<file path="config.mk">
export PLATFORM = sky130hd
export DESIGN_NAME = sat_counter
export DESIGN_NICKNAME = d
export VERILOG_FILES = /design/src/rtl/test_status_mmio_sat_counter.sv
export SDC_FILE = /design/constraint.sdc
export NUM_CORES = 1
export LEC_CHECK = 0
export CAP_MARGIN = 20
export CORE_MARGIN = 2
export CORE_UTILIZATION = 30
export CTS_BUF_LIST = sky130_fd_sc_hd__clkbuf_16
export CTS_CLUSTER_SIZE = 40
export DETAILED_ROUTE_END_ITERATION = 7
export HOLD_SLACK_MARGIN = 0.12
export SETUP_SLACK_MARGIN = 0.1
export SLEW_MARGIN = 20
export SYNTH_ARGS = -nofsm -noshare
export SYNTH_HDL_FRONTEND = slang
export SYNTH_SLANG_ARGS = --single-unit
</file>
<file path="constraint.sdc">
create_clock -name clk -period 3 [get_ports clk]
set_clock_uncertainty 0.2 [all_clocks]
set_input_delay 0.45 -clock clk [delete_from_list [all_inputs] [get_ports clk]]
set_output_delay 0.45 -clock clk [all_outputs]
set_load 0.02 [all_outputs]
</file>
<file path="src/rtl/test_status_mmio_sat_counter.sv">
// Saturating up-counter: counts while enabled and sticks at all-ones instead
// of wrapping, so a long run never reports a small, misleading cycle count.
module sat_counter #(
  parameter int WIDTH = 32
) (
  input  logic             clk,
  input  logic             rstn,
  input  logic             en,
  output logic [WIDTH-1:0] count
);

  localparam logic [WIDTH-1:0] ONE = {{(WIDTH-1){1'b0}}, 1'b1};
  localparam logic [WIDTH-1:0] MAX = {WIDTH{1'b1}};

  // Count up while enabled; hold once the maximum value is reached.
  always_ff @(posedge clk or negedge rstn) begin
    if (!rstn) begin
      count <= '0;
    end else if (en && (count != MAX)) begin
      count <= count + ONE;
    end
  end

endmodule

</file>
==> results of run 1 <==
-- cells in the final DEF (no fill, tap or decap), types with 2 or more instances in the layout --
master,count
nand4_1,15
xor2_1,5
clkbuf_16,5
clkdlybuf4s50_1,34
inv_1,3
nor2_1,9
xnor2_1,24
nand2_1,16
nor3_1,3
nor4_1,3
nand3_1,15
o211ai_1,2
and3_1,2
dfrtp_1,32
a21oi_1,2
or4_4,2
and4_1,4
nor3_2,2
buf_4,4
-- kinds of logic after synthesis --
family	count (synthesis)	share of synthesized area [%]
adder cells (fa/ha/maj)	1	0.770
AND/OR/NAND/NOR	78	28.5
XOR/XNOR	29	15.6
buffers and inverters	3	1.16
flip-flops	32	49.3
multiplexers	2	1.39
AO/OA/AOI/OAI	6	3.24
-- power groups by stage --
stage	Clock, W	Combinational, W	Sequential [W]
floorplan	0	0.0000966	0.000601
global placement	0	0.000278	0.000556
detailed placement	0	0.000279	0.000555
CTS	0.000482	0.000280	0.000549
global route	0.000498	0.000303	0.000558
finish	0.000472	0.000276	0.000548
-- metal layers --
layer / vias to the layer above / part of all wire [%]
met1: 619 / 50
li1: 640 / -
met5: - / 0
met3: 6 / 4.6
met2: 33 / 44
met4: 0 / 1.5
-- through the flow --
stage          power (W)  hold slack, ns
6_report         0.00130           0.303
5_1_grt          0.00136           0.340
4_1_cts          0.00131           0.306
3_5_place_dp    0.000834           0.299
3_3_place_gp    0.000834           0.287
2_1_floorplan   0.000698         -0.0456
-- worst max path at each step --
stage / end / slack, ns / cells after the start
3_5_place_dp: count[29] / 0.41 / 6
3_3_place_gp: count[29] / 0.50 / 6
6_report: count[29] / 0.70 / 6
5_1_grt: count[29] / 0.51 / 6
4_1_cts: count[29] / 0.70 / 6
2_1_floorplan: count[1] / 0.79 / 5
-- area by class of cell --
| class | count | area (µm²) | share of cell area, % |
|---|---|---|---|
| Inverter | 1 | 3.75 | 0.170 |
| Multi-Input combinational cell | 116 | 805 | 36.5 |
| Timing Repair Buffer | 38 | 370 | 16.8 |
| Tap cell | 70 | 87.6 | 3.98 |
| Clock inverter | 3 | 11.3 | 0.511 |
| Sequential cell | 32 | 801 | 36.3 |
| Clock buffer | 5 | 125 | 5.68 |
-- worst max-delay path, cell delays in order --
cell             delay (ns)
clkdlybuf4s50_1        0.59
and3_1                 0.22
nor2b_1                0.49
nand4_1                0.19
nor4_2                 0.19
xor2_1                 0.16
==> impl_metrics.json, run 1 <==
{
  "synthesis.nets": 155,
  "status": "complete, no violations",
  "rr_endpoint": "count[24]",
  "rsz0062_at_grt": "false",
  "pwr-share-clk_pct": 36.4,
  "io-pin-count": 35,
  "leakagePower_nw": 0.877,
  "synth_edf_count": 0,
  "max_freq_mhz": 435,
  "cts-root-buf": "clkbuf_16",
  "critPathLaunchType": "primary input",
  "hpwl_um": 2650,
  "post-route-period-util_pct": 76.7,
  "finalNonFillerCells": 265,
  "grt.met1_usage_pct": 19.5,
  "post-route-drc-count": 0,
  "top_regs": "count: 32 flops",
  "grt_max_degree": 33,
  "dr.pass1.iters": 4,
  "p_sw_share_pct": 29.7,
  "syn-cell-area_um2": 1620,
  "rows": 26,
  "tns_ns": 0,
  "grt_pass1_vias": 1317,
  "wl_per_cell_um": 14.0,
  "synth_ff_type": "dfrtp_1",
  "reg2reg_from": "count[4]",
  "die_area_um2": 6020,
  "grt.met3_usage_pct": 3.84,
  "slew_headroom_pct": 62.5,
  "tightest_slew_ns": 0.561,
  "hold_class": "reg2reg",
  "yosysMostFrequentCell": "dfrtp_1",
  "dpl.cell_count": 257,
  "synth_top_area_share_pct": 49.3,
  "utilization_pct": 42.6,
  "synth_top_cells_by_count": "32 x dfrtp_1, 24 x xnor2_1, 16 x nand2_1, 15 x nand3_1, 15 x nand4_1",
  "synth.distinct_cells": 30,
  "fillers": 511,
  "drtIter0Drc": 63,
  "clock_sinks": 32,
  "wl_um": 3710,
  "layout-drive-gt1-share_pct": 10.3,
  "seqPwrFrac_pct": 42.3,
  "rr_worst_depth": 5,
  "viasPerCell": 4.90,
  "post_cts_resize_count": 0,
  "cp.required_ns": 3.00,
  "gr-usage-all-layers_pct": 13.7,
  "cp_max_fo": 7,
  "synth_seq_cells": 32,
  "min_to": "count[31]",
  "antenna_cells": 0,
  "cts_made_buffers": 5,
  "ys.warnings.count": 0,
  "core_area_um2": 5170,
  "drt.antenna.violating_nets": 0,
  "cts_max_level": 2,
  "finalSetupViolations": 0,
  "antenna_found_initial": 0,
  "grt_first_pass_wirelength_um": 6460,
  "min_from": "count[31]",
  "syn_area_per_cell_um2": 10.8,
  "design_area_um2": 2200,
  "portBuffers": 34,
  "cts_setup_buffers": 0,
  "reg2reg_slack_ns": 0.78,
  "switchingPower_w": 0.000385,
  "slew_viol_final": 0,
  "place.gp.congestion": 0.815,
  "criticalPathCategory": "in2reg",
  "vias": 1298,
  "combPwrFrac_pct": 21.3,
  "synth_seq_area_share_pct": 49.3,
  "power.internal_w": 0.000911,
  "place_area_um2": 2070,
  "cp-end-kind": "flip-flop",
  "grt_overflow_total": 0,
  "setup_ws_ns": 0.699,
  "synthTopCellsByArea": "dfrtp_1 49%, xnor2_1 13%, nand4_1 5.8%",
  "arrival_ns": 2.30,
  "nets": 198,
  "crit_start": "en",
  "largest_reg_flops": 32,
  "cts_tree": "built",
  "max-clock-path-buffers": 2,
  "worstHoldPathCells": 1,
  "regMostFlops": "count",
  "dp_slack_ns": 0.413,
  "clk_latency_ns": 0.27,
  "start_util_pct": 31.4,
  "hold_viol": 0,
  "grt-busiest-layer": "met2",
  "die_h_um": 77.6,
  "grt.met2_usage_pct": 20.1,
  "die-width_um": 77.6,
  "ctsHoldBuffers": 0,
  "maxCapViolCount": 0,
  "period_needed_ns": 2.30,
  "areaGrowthSynthToFinish_pct": 35.7,
  "clk_pin_slew_ns": 0.05,
  "async_flop_share_pct": 100,
  "peakVddDrop_v": 0.000342,
  "synth_top_cell_by_area": "dfrtp_1",
  "p_per_area_nw_per_um2": 588,
  "synthCells": 151
}
(Power assumes the default switching activity.)
==> inputs of run 2 (changes only) <==
==> constraint.sdc (replaced) <==
create_clock -name clk -period 1.95 [get_ports clk]
set_clock_uncertainty 0.2 [all_clocks]
set_input_delay 0.2925 -clock clk [delete_from_list [all_inputs] [get_ports clk]]
set_output_delay 0.2925 -clock clk [all_outputs]
set_load 0.02 [all_outputs]
==> run 2 against run 1 <==
The flow now finishes with violations (negative setup slack). Design area increased by 32%. Die area unchanged. Clock power increased by 51%. Count of clock-buffer cells in the layout unchanged. Global-route usage increased by 1.6 points.
==> impl_metrics.json, run 2 (same netlist as run 1, synthesis figures left out) <==
{
  "largest_reg_flops": 32,
  "cts-root-buf": "clkbuf_16",
  "clk_latency_ns": 0.27,
  "arrival_ns": 1.93,
  "rr_endpoint": "count[1]",
  "setup_ws_ns": -0.0233,
  "period_needed_ns": 1.97,
  "critPathCapture": "count[1]",
  "place_area_um2": 2500,
  "design_area_um2": 2910,
  "die_h_um": 77.6,
  "start_util_pct": 31.4,
  "ctsHoldBuffers": 0,
  "max-clock-path-buffers": 2,
  "leakagePower_nw": 1.51,
  "fillers": 459,
  "cts_max_level": 2,
  "drtIter0Drc": 61,
  "hpwl_um": 3210,
  "clk_pin_slew_ns": 0.05,
  "critPathLaunchType": "flip-flop",
  "clock_sinks": 32,
  "cp_max_fo": 4,
  "reg2reg_from": "count[7]",
  "io-pin-count": 35,
  "cp.required_ns": 1.90,
  "die-width_um": 77.6,
  "criticalPathCategory": "reg2reg",
  "hold_class": "in2async",
  "nets": 253,
  "rr_worst_depth": 4,
  "die_area_um2": 6020,
  "grt_first_pass_wirelength_um": 7250,
  "hold_viol": 0,
  "gr-usage-all-layers_pct": 15.3,
  "drt.antenna.violating_nets": 0,
  "reg2reg_slack_ns": -0.02,
  "slew_headroom_pct": 73.6,
  "grt_overflow_total": 0,
  "dp_slack_ns": -0.164,
  "post-route-period-util_pct": 101,
  "slew_viol_final": 0,
  "finalSetupViolations": 1,
  "viasPerCell": 4.78,
  "final_cell_mix": "58 x buf_4, 25 x dfrtp_2, 18 x xnor2_1, 17 x dlygate4sd2_1, 15 x nand4_1",
  "grt_max_degree": 33,
  "place.gp.congestion": 0.798,
  "antenna_found_initial": 0,
  "portBuffers": 34,
  "crit_start": "count[7]",
  "antenna_cells": 0,
  "areaGrowthSynthToFinish_pct": 79.4,
  "core_area_um2": 5170,
  "layout_commonest_cell": "buf_4",
  "tightest_slew_ns": 0.397,
  "status": "finished with violations",
  "top_regs": "count: 32 flops",
  "rsz0062_at_grt": "true",
  "cts_made_buffers": 5,
  "max_freq_mhz": 507,
  "tns_ns": -0.0233,
  "cts_tree": "built",
  "p_per_area_nw_per_um2": 746,
  "layout-drive-gt1-share_pct": 53.2,
  "grt_pass1_vias": 1575,
  "rows": 26,
  "peakVddDrop_v": 0.000648,
  "post-route-drc-count": 0,
  "maxCapViolCount": 0,
  "regMostFlops": "count",
  "dr.pass1.iters": 4,
  "vias": 1528,
  "wl_per_cell_um": 13.7,
  "cp-end-kind": "flip-flop",
  "wl_um": 4380,
  "violations": "negative setup slack"
}
==> run 2: stage by stage <==
stage	power (W)	util (%)	cells	hold WS [ns]
after floorplan	0.00110	-	151	-0.203
after global placement	0.00139	48.3	304	0.292
after detailed placement	0.00141	48.3	304	0.291
after CTS	0.00214	52.4	318	0.253
after global routing	0.00229	56.3	320	0.274
final	0.00217	56.3	320	0.234
==> run 2: what timing repair did <==
action | 4_1_cts | 5_1_grt
gates resized for setup | 30 | 40
setup endpoints to repair | 44 | 40
setup buffers | 7 | 3
pin swaps | 10 | 23
==> run 2: how the worst min path moves through the flow <==
stage,to,slack (ns),cells past startpoint,startpoint
after CTS,count[3],0.25,2,rstn
after global routing,count[3],0.27,2,rstn
after detailed placement,count[0],0.29,1,count[0]
after floorplan,count[0],-0.20,0,rstn
final,count[26],0.23,2,rstn
after global placement,count[0],0.29,1,count[0]
==> run 2: layer usage <==
layer,routed length [µm],track usage (%),share of wire [%],vias up
li1,-,-,-,746
met1,1940,19.1,44,739
met2,2230,26.0,51,38
met3,162,3.95,3.7,5
met4,47,4.29,1.1,0
met5,0,0,0,-
==> run 2: final cells by class <==
cell class                 count  area, µm²  area share [%]
multi-input combinational    116       1060            36.3
timing repair buffer          93        795            27.3
sequential                    32        832            28.6
clock inverter                 3       11.3           0.387
tap                           70       87.6            3.01
inverter                       1       3.75           0.129
clock buffer                   5        125            4.30
==> run 2: where the power goes <==
| part | internal (W) | switching (W) |
|---|---|---|
| sequential | 0.000746 | 0.0000936 |
| combinational | 0.000305 | 0.000314 |
| clock | 0.000458 | 0.000256 |
==> run 2: worst max-delay path, cell delays in order (launching register included) <==
cell,delay [ns]
dfrtp_2,0.39
nand2_2,0.06
or4_4,0.58
o31ai_4,0.31
mux2_4,0.32
==> inputs of run 3 (changes only) <==
--- a/config.mk
+++ b/config.mk
@@ -6,7 +6,6 @@
 export NUM_CORES = 1
 export LEC_CHECK = 0
 export CAP_MARGIN = 20
-export CORE_MARGIN = 2
 export CORE_UTILIZATION = 30
 export CTS_BUF_LIST = sky130_fd_sc_hd__clkbuf_16
 export CTS_CLUSTER_SIZE = 40
==> run 3 against run 2 <==
The flow still finishes with violations (negative setup slack). Combinational power shrank 5.8%. Die area shrank 5.1%. Flip-flop and latch count is the same. Via count shrank 1.6%. Sequential share of layout area grew 1.2 points. Critical path depth is the same. Critical path type unchanged. Highest routed layer unchanged.
==> impl_metrics.json, run 3 (same netlist as run 1, synthesis figures left out) <==
{
  "viasPerCell": 4.73,
  "max_stage_delay_ns": 0.59,
  "vias": 1503,
  "leakagePower_nw": 1.47,
  "io-pin-count": 35,
  "cts_tree": "built",
  "die-width_um": 75.6,
  "design_area_um2": 2790,
  "drtIter0Drc": 45,
  "gr-usage-all-layers_pct": 16.8,
  "cts-root-buf": "clkbuf_16",
  "ctsHoldBuffers": 0,
  "tightest_slew_ns": 0.404,
  "p_per_area_nw_per_um2": 766,
  "antenna_found_initial": 0,
  "start_util_pct": 31.4,
  "areaGrowthSynthToFinish_pct": 71.9,
  "clk_pin_slew_ns": 0.05,
  "core_area_um2": 5170,
  "reg2reg_slack_ns": -0.02,
  "cts_made_buffers": 5,
  "die_h_um": 75.6,
  "max_freq_mhz": 507,
  "multi_input_area_um2": 932,
  "largest_reg_flops": 32,
  "regMostFlops": "count",
  "setup_ws_ns": -0.0232,
  "slew_headroom_pct": 73.1,
  "cp_top_family": "simple AND/OR/NAND/NOR gates",
  "die_area_um2": 5710,
  "cp-end-kind": "flip-flop",
  "drt.antenna.violating_nets": 0,
  "hpwl_um": 3130,
  "maxCapViolCount": 0,
  "place_area_um2": 2500,
  "violations": "negative setup slack",
  "grt_pass1_vias": 1497,
  "max-clock-path-buffers": 2,
  "hold_viol": 0,
  "finalSetupViolations": 1,
  "status": "finished with violations",
  "layout-drive-gt1-share_pct": 47.2,
  "tns_ns": -0.0232,
  "cp.required_ns": 1.90,
  "criticalPathCategory": "reg2reg",
  "fillers": 476,
  "critPathLaunchType": "flip-flop",
  "portBuffers": 34,
  "rsz0062_at_grt": "true",
  "crit_chain": "nand2_2 > or4_4 > o31ai_4 > mux2_4",
  "clk_latency_ns": 0.27,
  "nets": 251,
  "seqCellArea_um2": 832,
  "dr.pass1.iters": 4,
  "arrival_ns": 1.93,
  "wl_per_cell_um": 13.6,
  "worst-path-buf-inv": 0,
  "grt_overflow_total": 0,
  "final_cell_mix": "53 x buf_4, 25 x dfrtp_2, 23 x xnor2_1, 15 x nand4_1, 15 x dlygate4sd2_1",
  "hold_class": "in2async",
  "antenna_cells": 0,
  "period_needed_ns": 1.97,
  "layout_commonest_cell": "buf_4",
  "rows": 26,
  "slew_viol_final": 0,
  "cts_max_level": 2,
  "slowest_stage": "or4_4",
  "grt_max_degree": 33,
  "wl_um": 4320,
  "grt_first_pass_wirelength_um": 7020,
  "cp_num_cells": 4,
  "clock_sinks": 32,
  "post-route-drc-count": 0,
  "rr_worst_depth": 4,
  "cp_max_fo": 3,
  "top_regs": "count: 32 flops",
  "place.gp.congestion": 0.793,
  "peakVddDrop_v": 0.000579,
  "post-route-period-util_pct": 101
}
[run 3: cell count changes in the layout (fill, tap and decap cells not counted), sizes merged]
cell	change
buf	-3
dlymetal6s2s	+3
dlygate4sd2	-2
[run 3: area by class of cell]
cell class              instances  area share (%)
clock inverters                 3           0.403
well taps                      70            3.14
multi-input cells             116            33.4
flip-flops and latches         32            29.8
inverters                       1           0.134
repair buffers                 91            28.6
clock buffers                   5            4.48
[run 3: per-layer routing]
layer,up-vias,global-route usage (%),wire length (µm)
met4,0,5.56,38
li1,739,-,-
met1,725,21.4,2000
met2,34,28.3,2130
met3,5,3.97,156
met5,-,0,0
[run 3: worst reg2reg max path, stage by stage, from the launching register on]
cell and delay, ns:
dfrtp_2 0.37, nand2_2 0.06, or4_4 0.59, o31ai_4 0.30, mux2_4 0.33
[run 3: worst paths after layout]
kind / start / end
max reg2reg: count[10] / count[1]
min in group clk: count[0] / count[0]
min: rstn / count[23]
max in group asynchronous: rstn / count[17]
min reg2reg: count[0] / count[0]
max: count[10] / count[1]
[run 3: power by group]
group	leakage (nW)	internal (W)	switching (W)
Combinational	1.00	0.000289	0.000294
Clock	0.0738	0.000458	0.000265
Sequential	0.394	0.000746	0.0000864
[run 3: repair_timing]
item,in CTS,in global routing
pin swaps,7,5
buffers inserted,3,3
endpoints found under the setup margin,34,46
gates resized for setup,26,25
[run 3: through the flow]
| stage | power [W] | setup WS, ns | hold slack [ns] | util, % | cells |
|---|---|---|---|---|---|
| 3_5_place_dp | 0.00141 | -0.155 | 0.285 | 48.3 | 304 |
| 2_1_floorplan | 0.00110 | -0.0763 | -0.203 | - | 151 |
| 6_report | 0.00214 | -0.0232 | 0.229 | 54.0 | 318 |
| 4_1_cts | 0.00213 | 0.00418 | 0.245 | 51.8 | 315 |
| 3_3_place_gp | 0.00140 | -0.0991 | 0.292 | 48.3 | 304 |
| 5_1_grt | 0.00226 | -0.0646 | 0.277 | 54.0 | 318 |
